**config.mk**
```make
export PLATFORM = sky130hd
export DESIGN_NAME = aes_core_ctrl
export DESIGN_NICKNAME = d
export VERILOG_FILES = /design/src/rtl/aes_pkg.sv /design/src/rtl/aes_core_ctrl.sv
export SDC_FILE = /design/constraint.sdc
export NUM_CORES = 1
export LEC_CHECK = 0
export CAP_MARGIN = 15
export CORE_AREA = 3 3 40 42
export CTS_BUF_LIST = sky130_fd_sc_hd__clkbuf_4
export DETAILED_ROUTE_END_ITERATION = 7
export DIE_AREA = 0 0 43 45
export HOLD_SLACK_MARGIN = 0.02
export PLACE_DENSITY = 0.68
export SETUP_SLACK_MARGIN = 0.02
export SLEW_MARGIN = 25
export SYNTH_ARGS = -nofsm -noshare
export SYNTH_HDL_FRONTEND = slang
export SYNTH_SLANG_ARGS = --single-unit
export TNS_END_PERCENT = 50
```
**constraint.sdc**
```tcl
create_clock -name clk -period 2.4 [get_ports clk]
set_input_delay 0.72 -clock clk [delete_from_list [all_inputs] [get_ports clk]]
set_output_delay 0.72 -clock clk [all_outputs]
set_load 0.005 [all_outputs]
```
**src/rtl/aes_pkg.sv**
```systemverilog
// aes_pkg: constants and state type shared by the AES-128 controller, cipher core and key schedule.
package aes_pkg;
    localparam int NUM_ROUNDS = 10;
    localparam logic [2:0] PH_IDLE  = 3'b000;
    localparam logic [2:0] PH_LOAD  = 3'b010;
    localparam logic [2:0] PH_ROUND = 3'b011;
    localparam logic [2:0] PH_DONE  = 3'b100;
    localparam logic [2:0] PH_HOLD  = 3'b101;
    typedef enum logic [1:0] {ST_IDLE, ST_LOAD, ST_ROUND, ST_DONE} aes_state_e;
endpackage

```
**src/rtl/aes_core_ctrl.sv**
```systemverilog
// aes_core_ctrl: sequences LOAD / ROUND 0..NUM_ROUNDS / DONE for the iterative AES-128 datapath.
// Defining AES_CTRL_ABORT_EN adds abort_in, which returns any busy state to IDLE.
module aes_core_ctrl
    import aes_pkg::*;
#(
    parameter int NUM_ROUNDS = aes_pkg::NUM_ROUNDS,
    parameter int CNT_W      = 4,
    parameter int PH_W       = 3
) (
    input  logic             clk,
    input  logic             rst,
    input  logic             start_valid_in,
    output logic             start_ready_out,
    input  logic             key_valid_in,
    output logic             key_start_out,
    output logic [CNT_W-1:0] key_round_out,
    output logic [PH_W-1:0]  core_phase_out,
    output logic [CNT_W-1:0] core_count_out,
    output logic             out_valid_out,
    input  logic             out_ready_in,
`ifdef AES_CTRL_ABORT_EN
    input  logic             abort_in,
`endif
    output logic             busy_out
);
    aes_state_e       state_q, state_d;
    logic [CNT_W-1:0] count_q, count_d;
    logic [2:0]       phase;

    always_ff @(posedge clk or posedge rst) begin
        if (rst) begin
            state_q <= ST_IDLE;
            count_q <= '0;
        end else begin
            state_q <= state_d;
            count_q <= count_d;
        end
    end

    always_comb begin
        state_d = state_q;
        count_d = count_q;
        case (state_q)
            ST_IDLE:  state_d = start_valid_in ? ST_LOAD : ST_IDLE;
            ST_LOAD: begin
                state_d = ST_ROUND;
                count_d = '0;
            end
            ST_ROUND: begin
                if (key_valid_in) begin
                    state_d = (count_q == CNT_W'(NUM_ROUNDS)) ? ST_DONE : ST_ROUND;
                    count_d = (count_q == CNT_W'(NUM_ROUNDS)) ? '0 : count_q + 1'b1;
                end
            end
            default:  state_d = out_ready_in ? ST_IDLE : ST_DONE;
        endcase
`ifdef AES_CTRL_ABORT_EN
        if (abort_in && state_q != ST_IDLE) begin
            state_d = ST_IDLE;
            count_d = '0;
        end
`endif
    end

    // Only the ROUND phase looks at an input: a missing round key turns it into HOLD.
    always_comb begin
        case (state_q)
            ST_LOAD:  phase = PH_LOAD;
            ST_ROUND: phase = key_valid_in ? PH_ROUND : PH_HOLD;
            ST_DONE:  phase = PH_DONE;
            default:  phase = PH_IDLE;
        endcase
    end

    assign core_phase_out  = PH_W'(phase);
    assign core_count_out  = count_q;
    assign key_round_out   = count_q;
    assign key_start_out   = state_q == ST_LOAD;
    assign out_valid_out   = state_q == ST_DONE;
    assign start_ready_out = state_q == ST_IDLE;
    assign busy_out        = state_q != ST_IDLE;
endmodule

```
**Word level (Yosys, flattened, before mapping)**

Index checks and enable logic that the tools add are counted.

- Output and inout bits: 15
- Bits in registers: 6
- Bits of input ports: 5
- Logic and storage cells: 22

- Add/sub/neg operators: 1
- Reductions and logical operators: 4
- Muxes and demuxes: 10
- Equal/unequal tests: 5

Operators with widths:

| kind | number |
|---|---|
| 3-bit one-hot mux with 3 select lines | 1 |
| 4-bit 2-to-1 mux | 2 |
| 4-bit one-hot mux with 2 select lines | 1 |
| 2-bit one-hot mux with 3 select lines | 1 |
| 4-bit by 1-bit adder with 4-bit output, second input constant | 1 |
| 2-bit == test, second input constant | 2 |
| 4-bit == test, second input constant | 1 |
| 2-bit 2-to-1 mux | 2 |
| 2-bit nonzero test | 2 |
| 3-bit 2-to-1 mux | 1 |
| 2-bit by 1-bit == test with 1-bit output, second input constant | 1 |
| 2-bit logical NOT | 1 |
| 1-bit 2-to-1 mux | 2 |
| 2-bit inequality test, second input constant | 1 |
| 2-bit AND reduction | 1 |

**Longest topological paths before layout**

- Depth in word-level cells: 4
- Gate-level depth with buffers: 5
- Gate-level depth less buffers: 5

**Worst setup path before layout**

Ideal clock, no wire load.

- Path kind: register to output
- Start point: register state_q[0]
- End point: output core_phase_out[2]
- Data arrival time: 1.119 ns
- Path buffers: 0
- Slack: 0.561 ns
- Required time: 1.680 ns
- Cell stages (with the launch flop): 6
- Cells stage by stage: dfrtp_1 inv_1 ha_1 and2b_1 nor2_1 nor2_1

- Longest elaborated chain between the ends: 2
- Elaborated cells on any way between the ends: 4
- Those cells by class: 3 x eq/ne; 1 x mux

RTL lines:

| element | line | source |
|---|---|---|
| from (decl) | aes_core_ctrl.sv:26 | `aes_state_e state_q, state_d;` |
| from (signal assigned) | aes_core_ctrl.sv:35 | `state_q <= state_d;` |
| 2-bit == test / 2-bit by 1-bit == test with 1-bit output (equally long branches) | aes_core_ctrl.sv:67 | `case (state_q)` |
| 3-bit one-hot mux with 3 select lines (*) | aes_core_ctrl.sv:67 |  |
| to (decl) | aes_core_ctrl.sv:17 | `output logic [PH_W-1:0] core_phase_out,` |

Every way passes the cells marked *; elsewhere a longest branch is shown, timed or not.

**Worst setup path in the final report**

- Start point: register state_q[1]
- End point: output busy_out

- Longest elaborated chain between the ends: 1

RTL lines:

| element | line | source |
|---|---|---|
| 2-bit nonzero test | aes_core_ctrl.sv:81 | `assign busy_out = state_q != ST_IDLE;` |
| to (decl) | aes_core_ctrl.sv:24 | `output logic busy_out` |

No other way between the ends.

==> metrics.txt <==
via count=381; Critical R2R Launch=state_q[0]; vias in the first global route=roughly 360; PwrDens=about 1100 nW/um2; CP endpoint kind=output port; Yosys top cell area share=0.327; ratio of cells with drive above 1 in the final layout=0.0972; total grt overflow=0; Yosys cell types=17; via density per instance=around 4.4; Final Hold Vio Count=0; Max-Cap Viols=0; Clk Tree Root Cell=clkbuf_4; cell count after synthesis=51; final setup vio count=0; footprint of the multi-input gates=about 260 um2; Hold Path Class=reg -> reg; count leader, synth=ha_1; Reg area=around 150 um2; number of flops mapped to enable cells by yosys=0; row cnt=13; fin nets=86; CTS resizes=3; top cells by area, synth=dfrtp_1 33%, ha_1 19%, o21ai_0 6.5%, buf_4 6.5%, inv_1 4.9%; VDD IR max=~530 uV; core area=between 1000 and 1500 um2; initial antenna violation count=0; fmax=443 MHz; Ports=20; antenna fix cells=0; ys async rst share=1.00; count of state elements after synthesis=6; hold_sp=state_q[0]; RePlAce Congestion=approximately 0.74; Pins Over Slew Limit=0; Num CTS Buffers=3; hold slack=~550 ps; syn avg cell area=approximately 9 um2; Setup Fix Bufs, Post-CTS=0; detailed router's first-iteration violation count=1; Period minus WS final=about 2300 ps; FF-to-FF path depth=6; r2r endpoint=state_q[0]; WS Path Type=reg -> out; Seq/Total Area, Yosys=0.327; CTS HTree Levels=1; DR WL/cell=10.4 um; DP Worst Slack=-331 ps; worst-margin pin slew=between 300 and 400 ps; crit path max fanout=7; 1st-pass router iterations=2; CTS tree=done; area growth from synthesis to layout=48.0%; warning count from the yosys run=0; CP arrival=about 1500 ps; RSZ-0062 raised after global routing=no; die width=approximately 43 um; starting density of the core=0.357; Post-DP Area=661 um2; first-pass GRT wire length=about 1500 um; setup ws final=141 ps; Slew HR=0.785; Clock Skew=between 3 and 4 ps; Clk Latency, worst-skew pair=about 240 ps; setup tns final=0 ps; IO buf count=19; Period Utilization, post-route=0.941; biggest area consumer among synthesized cells=dfrtp_1; most instantiated cells after synthesis=7 x ha_1, 6 x dfrtp_1, 6 x inv_1, 6 x o21ai_0, 5 x nand2_1; # hold bufs at CTS=0; syn_nets=63; DRC viols=0; startpoint types=flop; Worst R2R Setup Slack=1000 ps; largest net degree at the start of global routing=8; Global Route Usage Sum=0.108; DIE AREA=1940 um2; Pleak=around 0.00032 uW; antenna viol nets, final=0; Clock Sinks=6; final WL=902 um; Req. time, crit path=1680 ps; fin area=~680 um2; Fillers=roughly 130; hold depth=1; Worst-path clk slew=40 ps; HPWL Detailed=between 700 and 800 um; Mapped Area=459 um2; Die Ht=roughly 45 um; hold path endpoint=state_q[0]; clk buf depth=2; status=complete, no violations; Synth Flop Type=dfrtp_1
[power by group]
part           internal (uW)  switching, uW
registers                142           62.1
clock network           56.3           31.8
logic                    277            182
total                    476            276
[placed cells by master, fill, tap and decap left out]
cell | synthesis | layout
nand2_1 | 5 | 5
nand3_1 | 4 | 4
inv_1 | 6 | 6
dfrtp_1 | 6 | 6
nand2b_1 | 2 | 2
a21oi_1 | 1 | 1
xor2_1 | 1 | 1
clkdlybuf4s50_1 | 0 | 16
mux2i_1 | 2 | 2
nand4b_1 | 1 | 1
a221oi_2 | 1 | 1
clkbuf_4 | 0 | 3
ha_1 | 7 | 7
o211ai_1 | 1 | 1
and2b_1 | 1 | 1
o21ai_0 | 6 | 6
nor2_1 | 2 | 2
a21o_1 | 1 | 1
dlygate4sd2_1 | 0 | 3
buf_4 | 4 | 3
[area by class of cell]
cell class              count  area share
well taps                  15      0.0276
clock buffers               3      0.0331
inverters                   6      0.0331
flip-flops and latches      6       0.221
repair buffers             22       0.308
multi-input cells          35       0.378
[cells by family after synthesis]
| kind of cell | Yosys count | synth area share |
|---|---|---|
| AND/OR/NAND/NOR | 15 | 0.164 |
| AO/OA/AOI/OAI | 10 | 0.142 |
| buffers and inverters | 10 | 0.114 |
| adder cells (fa/ha/maj) | 7 | 0.191 |
| flip-flops | 6 | 0.327 |
| multiplexers | 2 | 0.0436 |
| XOR/XNOR | 1 | 0.0191 |
[worst max-delay path by stage]
| stage | start | to | slack (ps) | depth (start not counted) |
|---|---|---|---|---|
| floorplan | state_q[0] | core_phase_out[2] | 560 | 5 |
| global placement | key_valid_in | core_phase_out[2] | -340 | 5 |
| detailed placement | key_valid_in | core_phase_out[2] | -330 | 5 |
| CTS | state_q[1] | busy_out | 110 | 4 |
| global route | state_q[1] | busy_out | 40 | 4 |
| finish | state_q[1] | busy_out | 140 | 4 |
[flip-flops by register name (all words and copies together) (netlist names)]
register	flops
core_count_out	4
state_q	2
[routing by layer]
metal | vias to the layer above | GRT usage | share of wire
met4 | 0 | 0.108 | 0.013
met3 | 2 | 0.0239 | 0.040
met2 | 7 | 0.153 | 0.46
met5 | - | 0 | 0
li1 | 208 | - | -
met1 | 164 | 0.131 | 0.48
[worst max-delay path, stage by stage, from the launching register on]
cell and delay [ps]:
dfrtp_1 440, inv_1 90, ha_1 220, inv_1 60, clkdlybuf4s50_1 490
[through the flow]
| stage | power [uW] | util | std cells |
|---|---|---|---|
| 3_5_place_dp | 689 | 0.514 | 84 |
| 3_3_place_gp | 682 | 0.514 | 84 |
| 5_1_grt | 828 | 0.529 | 87 |
| 2_1_floorplan | 440 | - | 51 |
| 4_1_cts | 770 | 0.529 | 87 |
| 6_report | 752 | 0.529 | 87 |
No activity file was read; power rests on OpenSTA's default activity.
